## config.mk

```make
export PLATFORM = sky130hd
export DESIGN_NAME = alu_seq_ctrl
export DESIGN_NICKNAME = d
export VERILOG_FILES = /design/src/rtl/alu_seq_pkg.sv /design/src/rtl/alu_cond_eval.sv /design/src/rtl/alu_seq_ctrl.sv
export SDC_FILE = /design/constraint.sdc
export NUM_CORES = 1
export LEC_CHECK = 0
export CAP_MARGIN = 40
export CORE_ASPECT_RATIO = 0.7
export CORE_MARGIN = 2
export CORE_UTILIZATION = 44
export DETAILED_ROUTE_END_ITERATION = 8
export PLACE_DENSITY = 0.85
export SLEW_MARGIN = 30
export SYNTH_ARGS = -nofsm -noshare
export SYNTH_HDL_FRONTEND = slang
export SYNTH_HIERARCHICAL = 1
export SYNTH_SLANG_ARGS = --single-unit
```

## constraint.sdc

```tcl
create_clock -name clk -period 2.7 [get_ports clk]
set_clock_uncertainty 0.15 [all_clocks]
set_input_delay 0.54 -clock clk [delete_from_list [all_inputs] [get_ports clk]]
set_output_delay 0.54 -clock clk [all_outputs]
set_load 0.1 [all_outputs]
```

## src/rtl/alu_seq_pkg.sv

```systemverilog
// Shared types and constants for the ALU issue controller: FSM states, NZCV bit
// positions and ARM condition codes.
package alu_seq_pkg;

   typedef enum logic [1:0] {
      ST_IDLE = 2'd0,
      ST_EXEC = 2'd1,
      ST_RESP = 2'd2
   } state_e;

   localparam int N_BIT = 3;
   localparam int Z_BIT = 2;
   localparam int C_BIT = 1;
   localparam int V_BIT = 0;

   localparam logic [3:0] CC_EQ = 4'h0;
   localparam logic [3:0] CC_NE = 4'h1;
   localparam logic [3:0] CC_CS = 4'h2;
   localparam logic [3:0] CC_CC = 4'h3;
   localparam logic [3:0] CC_MI = 4'h4;
   localparam logic [3:0] CC_PL = 4'h5;
   localparam logic [3:0] CC_VS = 4'h6;
   localparam logic [3:0] CC_VC = 4'h7;
   localparam logic [3:0] CC_HI = 4'h8;
   localparam logic [3:0] CC_LS = 4'h9;
   localparam logic [3:0] CC_GE = 4'hA;
   localparam logic [3:0] CC_LT = 4'hB;
   localparam logic [3:0] CC_GT = 4'hC;
   localparam logic [3:0] CC_LE = 4'hD;
   localparam logic [3:0] CC_AL = 4'hE;

endpackage

```

## src/rtl/alu_cond_eval.sv

```systemverilog
// Combinational ARM condition check: cond code + NZCV -> pass. 0xF behaves as AL.
// Only instantiated when ALU_COND_EXEC_EN is defined.
module alu_cond_eval
   import alu_seq_pkg::*;
(
   input  logic [3:0] cond,
   input  logic [3:0] nzcv,
   output logic       pass
);

   logic n, z, c, v;

   always_comb begin
      n = nzcv[N_BIT];
      z = nzcv[Z_BIT];
      c = nzcv[C_BIT];
      v = nzcv[V_BIT];
      pass = 1'b1;
      case (cond)
         CC_EQ: pass = z;
         CC_NE: pass = ~z;
         CC_CS: pass = c;
         CC_CC: pass = ~c;
         CC_MI: pass = n;
         CC_PL: pass = ~n;
         CC_VS: pass = v;
         CC_VC: pass = ~v;
         CC_HI: pass = c & ~z;
         CC_LS: pass = ~c | z;
         CC_GE: pass = (n == v);
         CC_LT: pass = (n != v);
         CC_GT: pass = ~z & (n == v);
         CC_LE: pass = z | (n != v);
         default: pass = 1'b1;
      endcase
   end

endmodule

```

## src/rtl/alu_seq_ctrl.sv

```systemverilog
// Issue controller for one combinational ALU slice: request handshake, settle wait,
// NZCV register, response handshake. Optional conditional execution: ALU_COND_EXEC_EN.
module alu_seq_ctrl
   import alu_seq_pkg::*;
#(
   parameter int ALU_LAT = 1,
   parameter int CNT_W   = 16
) (
   input  logic             clk,
   input  logic             rst_n,
   input  logic             req_valid,
   output logic             req_ready,
   input  logic [31:0]      req_a,
   input  logic [31:0]      req_b,
   input  logic             req_s,
`ifdef ALU_COND_EXEC_EN
   input  logic [3:0]       req_cond,
`endif
   output logic [31:0]      alu_in1,
   output logic [31:0]      alu_in2,
   output logic [3:0]       alu_flag,
   output logic             alu_s,
   input  logic [31:0]      alu_result,
   input  logic [3:0]       alu_new_flag,
   output logic             rsp_valid,
   input  logic             rsp_ready,
   output logic [31:0]      rsp_result,
   output logic [3:0]       rsp_flag,
   output logic             rsp_skipped,
   input  logic             flag_we,
   input  logic [3:0]       flag_wdata,
   output logic [3:0]       flags,
   output logic [CNT_W-1:0] op_count
);

   localparam int             WW     = (ALU_LAT > 1) ? $clog2(ALU_LAT) : 1;
   localparam logic [WW-1:0]  LAT_M1 = WW'(ALU_LAT - 1);

   state_e           state_q, state_d;
   logic [WW-1:0]    wait_q, wait_d;
   logic [31:0]      a_q, a_d, b_q, b_d, res_q, res_d;
   logic             s_q, s_d;
   logic [3:0]       flags_q, flags_d, rflag_q, rflag_d, cap_flags;
   logic [CNT_W-1:0] cnt_q, cnt_d;
   logic             capture, cond_pass;

`ifdef ALU_COND_EXEC_EN
   logic [3:0] cond_q, cond_d;
   logic       skip_q, skip_d;

   // Condition is judged against the architectural flags as they stand at capture.
   alu_cond_eval u_cond (
      .cond (cond_q),
      .nzcv (flags_q),
      .pass (cond_pass)
   );
   assign rsp_skipped = skip_q;
`else
   assign cond_pass   = 1'b1;
   assign rsp_skipped = 1'b0;
`endif

   assign capture = (state_q == ST_EXEC) && (wait_q == '0);

   always_comb begin
      state_d   = state_q;
      wait_d    = wait_q;
      a_d       = a_q;
      b_d       = b_q;
      s_d       = s_q;
      res_d     = res_q;
      flags_d   = flags_q;
      rflag_d   = rflag_q;
      cnt_d     = cnt_q;
      req_ready = 1'b0;
      rsp_valid = 1'b0;
      cap_flags = (s_q & cond_pass) ? alu_new_flag : flags_q;
`ifdef ALU_COND_EXEC_EN
      cond_d    = cond_q;
      skip_d    = skip_q;
`endif
      case (state_q)
         ST_IDLE: begin
            req_ready = 1'b1;
            if (req_valid) begin
               a_d     = req_a;
               b_d     = req_b;
               s_d     = req_s;
`ifdef ALU_COND_EXEC_EN
               cond_d  = req_cond;
`endif
               wait_d  = LAT_M1;
               state_d = ST_EXEC;
            end
         end
         ST_EXEC: begin
            if (capture) begin
               res_d   = alu_result;
               flags_d = cap_flags;
               rflag_d = cap_flags;
`ifdef ALU_COND_EXEC_EN
               skip_d  = ~cond_pass;
`endif
               state_d = ST_RESP;
            end else begin
               wait_d = wait_q - 1'b1;
            end
         end
         ST_RESP: begin
            rsp_valid = 1'b1;
            if (rsp_ready) begin
               cnt_d   = cnt_q + 1'b1;
               state_d = ST_IDLE;
            end
         end
         default: state_d = ST_IDLE;
      endcase
      // Direct load wins over a same-edge capture, and the response reports it.
      if (flag_we) begin
         flags_d = flag_wdata;
         if (capture) rflag_d = flag_wdata;
      end
   end

   always_ff @(posedge clk or negedge rst_n) begin
      if (!rst_n) begin
         state_q <= ST_IDLE;
         wait_q  <= '0;
         a_q     <= '0;
         b_q     <= '0;
         s_q     <= 1'b0;
         res_q   <= '0;
         flags_q <= '0;
         rflag_q <= '0;
         cnt_q   <= '0;
`ifdef ALU_COND_EXEC_EN
         cond_q  <= '0;
         skip_q  <= 1'b0;
`endif
      end else begin
         state_q <= state_d;
         wait_q  <= wait_d;
         a_q     <= a_d;
         b_q     <= b_d;
         s_q     <= s_d;
         res_q   <= res_d;
         flags_q <= flags_d;
         rflag_q <= rflag_d;
         cnt_q   <= cnt_d;
`ifdef ALU_COND_EXEC_EN
         cond_q  <= cond_d;
         skip_q  <= skip_d;
`endif
      end
   end

   assign alu_in1    = a_q;
   assign alu_in2    = b_q;
   assign alu_s      = s_q;
   assign alu_flag   = flags_q;
   assign flags      = flags_q;
   assign rsp_result = res_q;
   assign rsp_flag   = rflag_q;
   assign op_count   = cnt_q;

endmodule

```

=== After elaboration in Yosys (flattened, before gate mapping) ===
Cells that the tools add are included.
Widths: inputs -> output; s select.

* Register bits: 124
* Bits of input ports: 110
* Output and inout bits: 128
* Word-level logic and storage cells: 46

* Add/subtract/negate cells: 2
* Equality and inequality tests: 6
* Multiplexer cells: 17
* Bitwise gates (word level): 1
* Reductions and logical operators: 11

{| class="wikitable"
|+ Operators by type and width
! operator !! count
|-
| $mux 4 || 8
|-
| $add 16x1->16 const B || 1
|-
| $ne 2x2->1 const B || 4
|-
| $reduce_and 2->1 || 4
|-
| $mux 2 || 3
|-
| $pmux 2 s3 || 1
|-
| $reduce_and 3->1 || 2
|-
| $reduce_bool 2->1 || 3
|-
| $mux 1 || 4
|-
| $eq 2x1->1 const B || 1
|-
| $eq 2x2->1 const B || 1
|-
| $logic_not 2->1 || 1
|-
| $pmux 1 s2 || 1
|-
| $logic_and 1x1->1 || 1
|-
| $not 1->1 || 1
|-
| $sub 1x1->1 const B || 1
|}

=== Depth between registers and ports, before layout ===
* Depth after elaboration: 6
* Mapped depth: 6
* Mapped depth without buffers: 5

=== Worst setup path before layout ===
Ideal clock, no wire load.

* Kind: register to register
* Start point: reg state_q[1]
* End point: reg a_q[10], in the netlist alu_in1[10]
* Setup time: 0.125 ns
* Data arrival time: 2.721 ns
* Required time: 2.425 ns
* Path slack: -0.296 ns
* Stages on the path, launching flop included: 7
* Path buffers: 3
* Clock period less this slack: 2.996 ns
* Cell sequence: dfrtp_1 buf_4 nor2_1 and2_4 buf_6 buf_6 mux2_2

* Word-level cells in the longest chain between the ends: 2

{| class="wikitable"
|+ Ends and longest elaborated chain
! item !! line !! text
|-
| start: declaration || alu_seq_ctrl.sv:39 || <nowiki>state_e state_q, state_d;</nowiki>
|-
| start signal: assignment || alu_seq_ctrl.sv:141 || <nowiki>state_q <= state_d;</nowiki>
|-
| $logic_not 2->1 || alu_seq_ctrl.sv:82 || <nowiki>case (state_q)</nowiki>
|-
| $reduce_and 2->1 (no source line) || -- ||
|-
| end signal: assignment || alu_seq_ctrl.sv:129 || <nowiki>a_q <= '0;</nowiki>
|-
| end signal: assignment || alu_seq_ctrl.sv:143 || <nowiki>a_q <= a_d;</nowiki>
|-
| end: declaration || alu_seq_ctrl.sv:41 || <nowiki>logic [31:0] a_q, a_d, b_q, b_d, res_q, res_d;</nowiki>
|}

Every way passes these cells.
A chain may end at the register's enable or synchronous reset.

=== Final worst setup path ===
* Start point: reg state_q[1]
* End point: out rsp_valid

* Word-level cells in the longest chain between the ends: 2

{| class="wikitable"
|+ Ends and longest elaborated chain
! item !! line !! text
|-
| $eq 2x2->1 || alu_seq_ctrl.sv:82 ||
|-
| $mux 1 || alu_seq_ctrl.sv:82 ||
|-
| end: declaration || alu_seq_ctrl.sv:25 || <nowiki>output logic rsp_valid,</nowiki>
|}

Every way passes these cells.

==> metrics <==
status=finished clean; Cell Rows=32; die area=~0.012 sq mm; Port Buffers=236; most common cell after layout, fill and taps aside=buf_4; CTS Buf Count=17; Data required, critical path=2.01 ns; TNS Setup=0 ns; Filler cells=783; Initial Util=0.453; top_reg_cell synth=dfrtp_1; RSZ-0062 raised after global routing=no; # clock sinks=approximately 120; Synth Warn #=6; clock transition at the registers of the reported paths=roughly 0.060 ns; GRT overflow=0; die width=around 130 microns; Seq/Total Area, Yosys=0.620; fin crit share=0.798; Clk Tree Root Cell=clkbuf_16; remaining antenna violation count=0; P&R area growth vs syn=55.7%; # IOs=around 240; final hold vios=0; Netlist cell types=31; largest net degree at the start of global routing=46; Vias=around 3.5k; placed wire-length estimate=about 9.4 mm; Max-cap violations=0; Synthesized Nets=437; Post-Place Setup Slack=around 0.43 ns; Post-synth ARST share=1.00; proportion of layout cells with a drive suffix above 1=0.482; clk_lat worst skew=0.40 ns; commonest cells after routing, fill and taps aside=buf_4, dfrtp_1, clkdlybuf4s50_1; Post-synth EDFFs=0; Max FO, Critical Path=7; final slew viol count=0; # DRC=0; Syn Area/Cell=between 15 and 20 sq um; critical path arrival=1.47 ns; Pre-Repair DR Iteration Count=4; CTS Buffer Depth=2; cell count after synthesis=about 330; Detailed Route WL=between 10 and 15 mm; Fmax achieved=roughly 460 MHz; setup bufs post-CTS=0; vias per std cell=4.81; Yosys reg bits=about 120; worst hold-check path type=reg2reg; Nets=around 680; Core Region=~0.011 sq mm; Cell Area, Synth=about 0.005 sq mm; CP Launch Type=flop; global-route usage over all layers=0.217; Worst Tran Pin Value=~0.6 ns; CTS tree=built; htree depth=4; Setup CP Type=reg2out; slew margin rel.=0.601; vias in the first global route=around 3.8k; initial antenna violation count=0; first-pass GRT wire length=~20 mm; WL per Instance=between 15 and 20 microns; Final min period=~2.2 ns; final worst slack=~0.54 ns; Finish-stage setup viols=0; # diodes=0; Worst setup EP type=output port; Vert. Die Dim=a little over 90 microns; routability cong.=about 0.8; Initial DRC Count=between 80 and 90
[cells by family after synthesis]
group	after synthesis	share of synthesized area
AOI/OAI and AO/OA	12	0.0130
xor gates and xnor gates	15	0.0262
adders and majority gates	1	0.00250
buffers and inverters	22	0.0362
DFF	124	0.620
muxes	108	0.242
other	1	0.000749
and+or+nand+nor	43	0.0602
[through the flow]
| step | hold slack [ns] | area [sq um] | instances | utilization |
|---|---|---|---|---|
| 6_report | 0.334 | 7800 | 736 | 0.706 |
| 5_1_grt | 0.357 | 7800 | 736 | 0.706 |
| 4_1_cts | 0.333 | 7800 | 736 | 0.706 |
| 3_5_place_dp | 0.325 | 7190 | 704 | 0.650 |
| 3_3_place_gp | 0.315 | 7190 | 704 | 0.650 |
| 2_1_floorplan | 0.0944 | 5010 | 326 | - |
[worst max-delay path, cell delays in order (launching register included)]
cell	delay (ns)
dfrtp_1	0.56
and2b_1	0.20
buf_4	0.30
[cell usage after synthesis, types with 2 or more instances]
cell	n	area share
nor2_1	7	0.0052
xnor2_1	4	0.0070
buf_6	9	0.020
nor3_2	6	0.012
o21ai_0	10	0.010
mux2_1	2	0.0045
nand3_1	3	0.0030
buf_4	8	0.012
inv_1	2	0.0015
clkbuf_1	2	0.0015
nand2_1	14	0.010
dfrtp_1	124	0.62
mux2_2	101	0.23
mux2i_1	5	0.010
xor2_1	11	0.019
and3_1	3	0.0037
[registers in the layout (all words and copies together), names as in the netlist]
| register | cells |
|---|---|
| alu_flag | 4 |
| alu_s | 1 |
| op_count | 16 |
| state_q | 2 |
| wait_q | 1 |
| rsp_result | 32 |
| alu_in1 | 32 |
| alu_in2 | 32 |
| rsp_flag | 4 |
[area by class of cell]
| type | instances | area (sq um) | share of cell area |
|---|---|---|---|
| tap | 153 | 191 | 0.0246 |
| inverter | 2 | 7.51 | 0.000963 |
| sequential | 124 | 3100 | 0.398 |
| clock inverter | 13 | 170 | 0.0218 |
| multi-input combinational | 180 | 1730 | 0.221 |
| timing repair buffer | 246 | 2170 | 0.278 |
| clock buffer | 18 | 429 | 0.0550 |
[metal layers]
layer	GRT usage	up-vias	wire length (microns)
met5	0	-	0
met4	0.0960	0	300
met3	0.0775	27	1000
met2	0.367	152	6350
met1	0.251	1750	5000
li1	-	1614	-
[repair_timing]
| action | in CTS | in global routing |
|---|---|---|
| endpoints found under the hold margin | 6 | 0 |
| gates resized for setup | 0 | 0 |
| hold buffers | 1 | 0 |
[path summary, 6_finish.rpt]
| kind | start | end | slack (ns) | cells past startpoint |
|---|---|---|---|---|
| worst max-delay path | state_q[1] | rsp_valid | 0.54 | 2 |
| max in group asynchronous | rst_n | alu_in2[28] | 1.20 | 3 |
| worst min register to register | op_count[15] | op_count[15] | 0.33 | 1 |
| worst max register to register | state_q[1] | rsp_result[8] | 0.85 | 3 |
| min in group asynchronous | rst_n | rsp_result[4] | 0.53 | 2 |
| worst min-delay path | op_count[15] | op_count[15] | 0.33 | 1 |
Power is left out: the tool's default activity adds up to more than one toggle a clock period on the data nets, which glitch-free logic cannot reach.
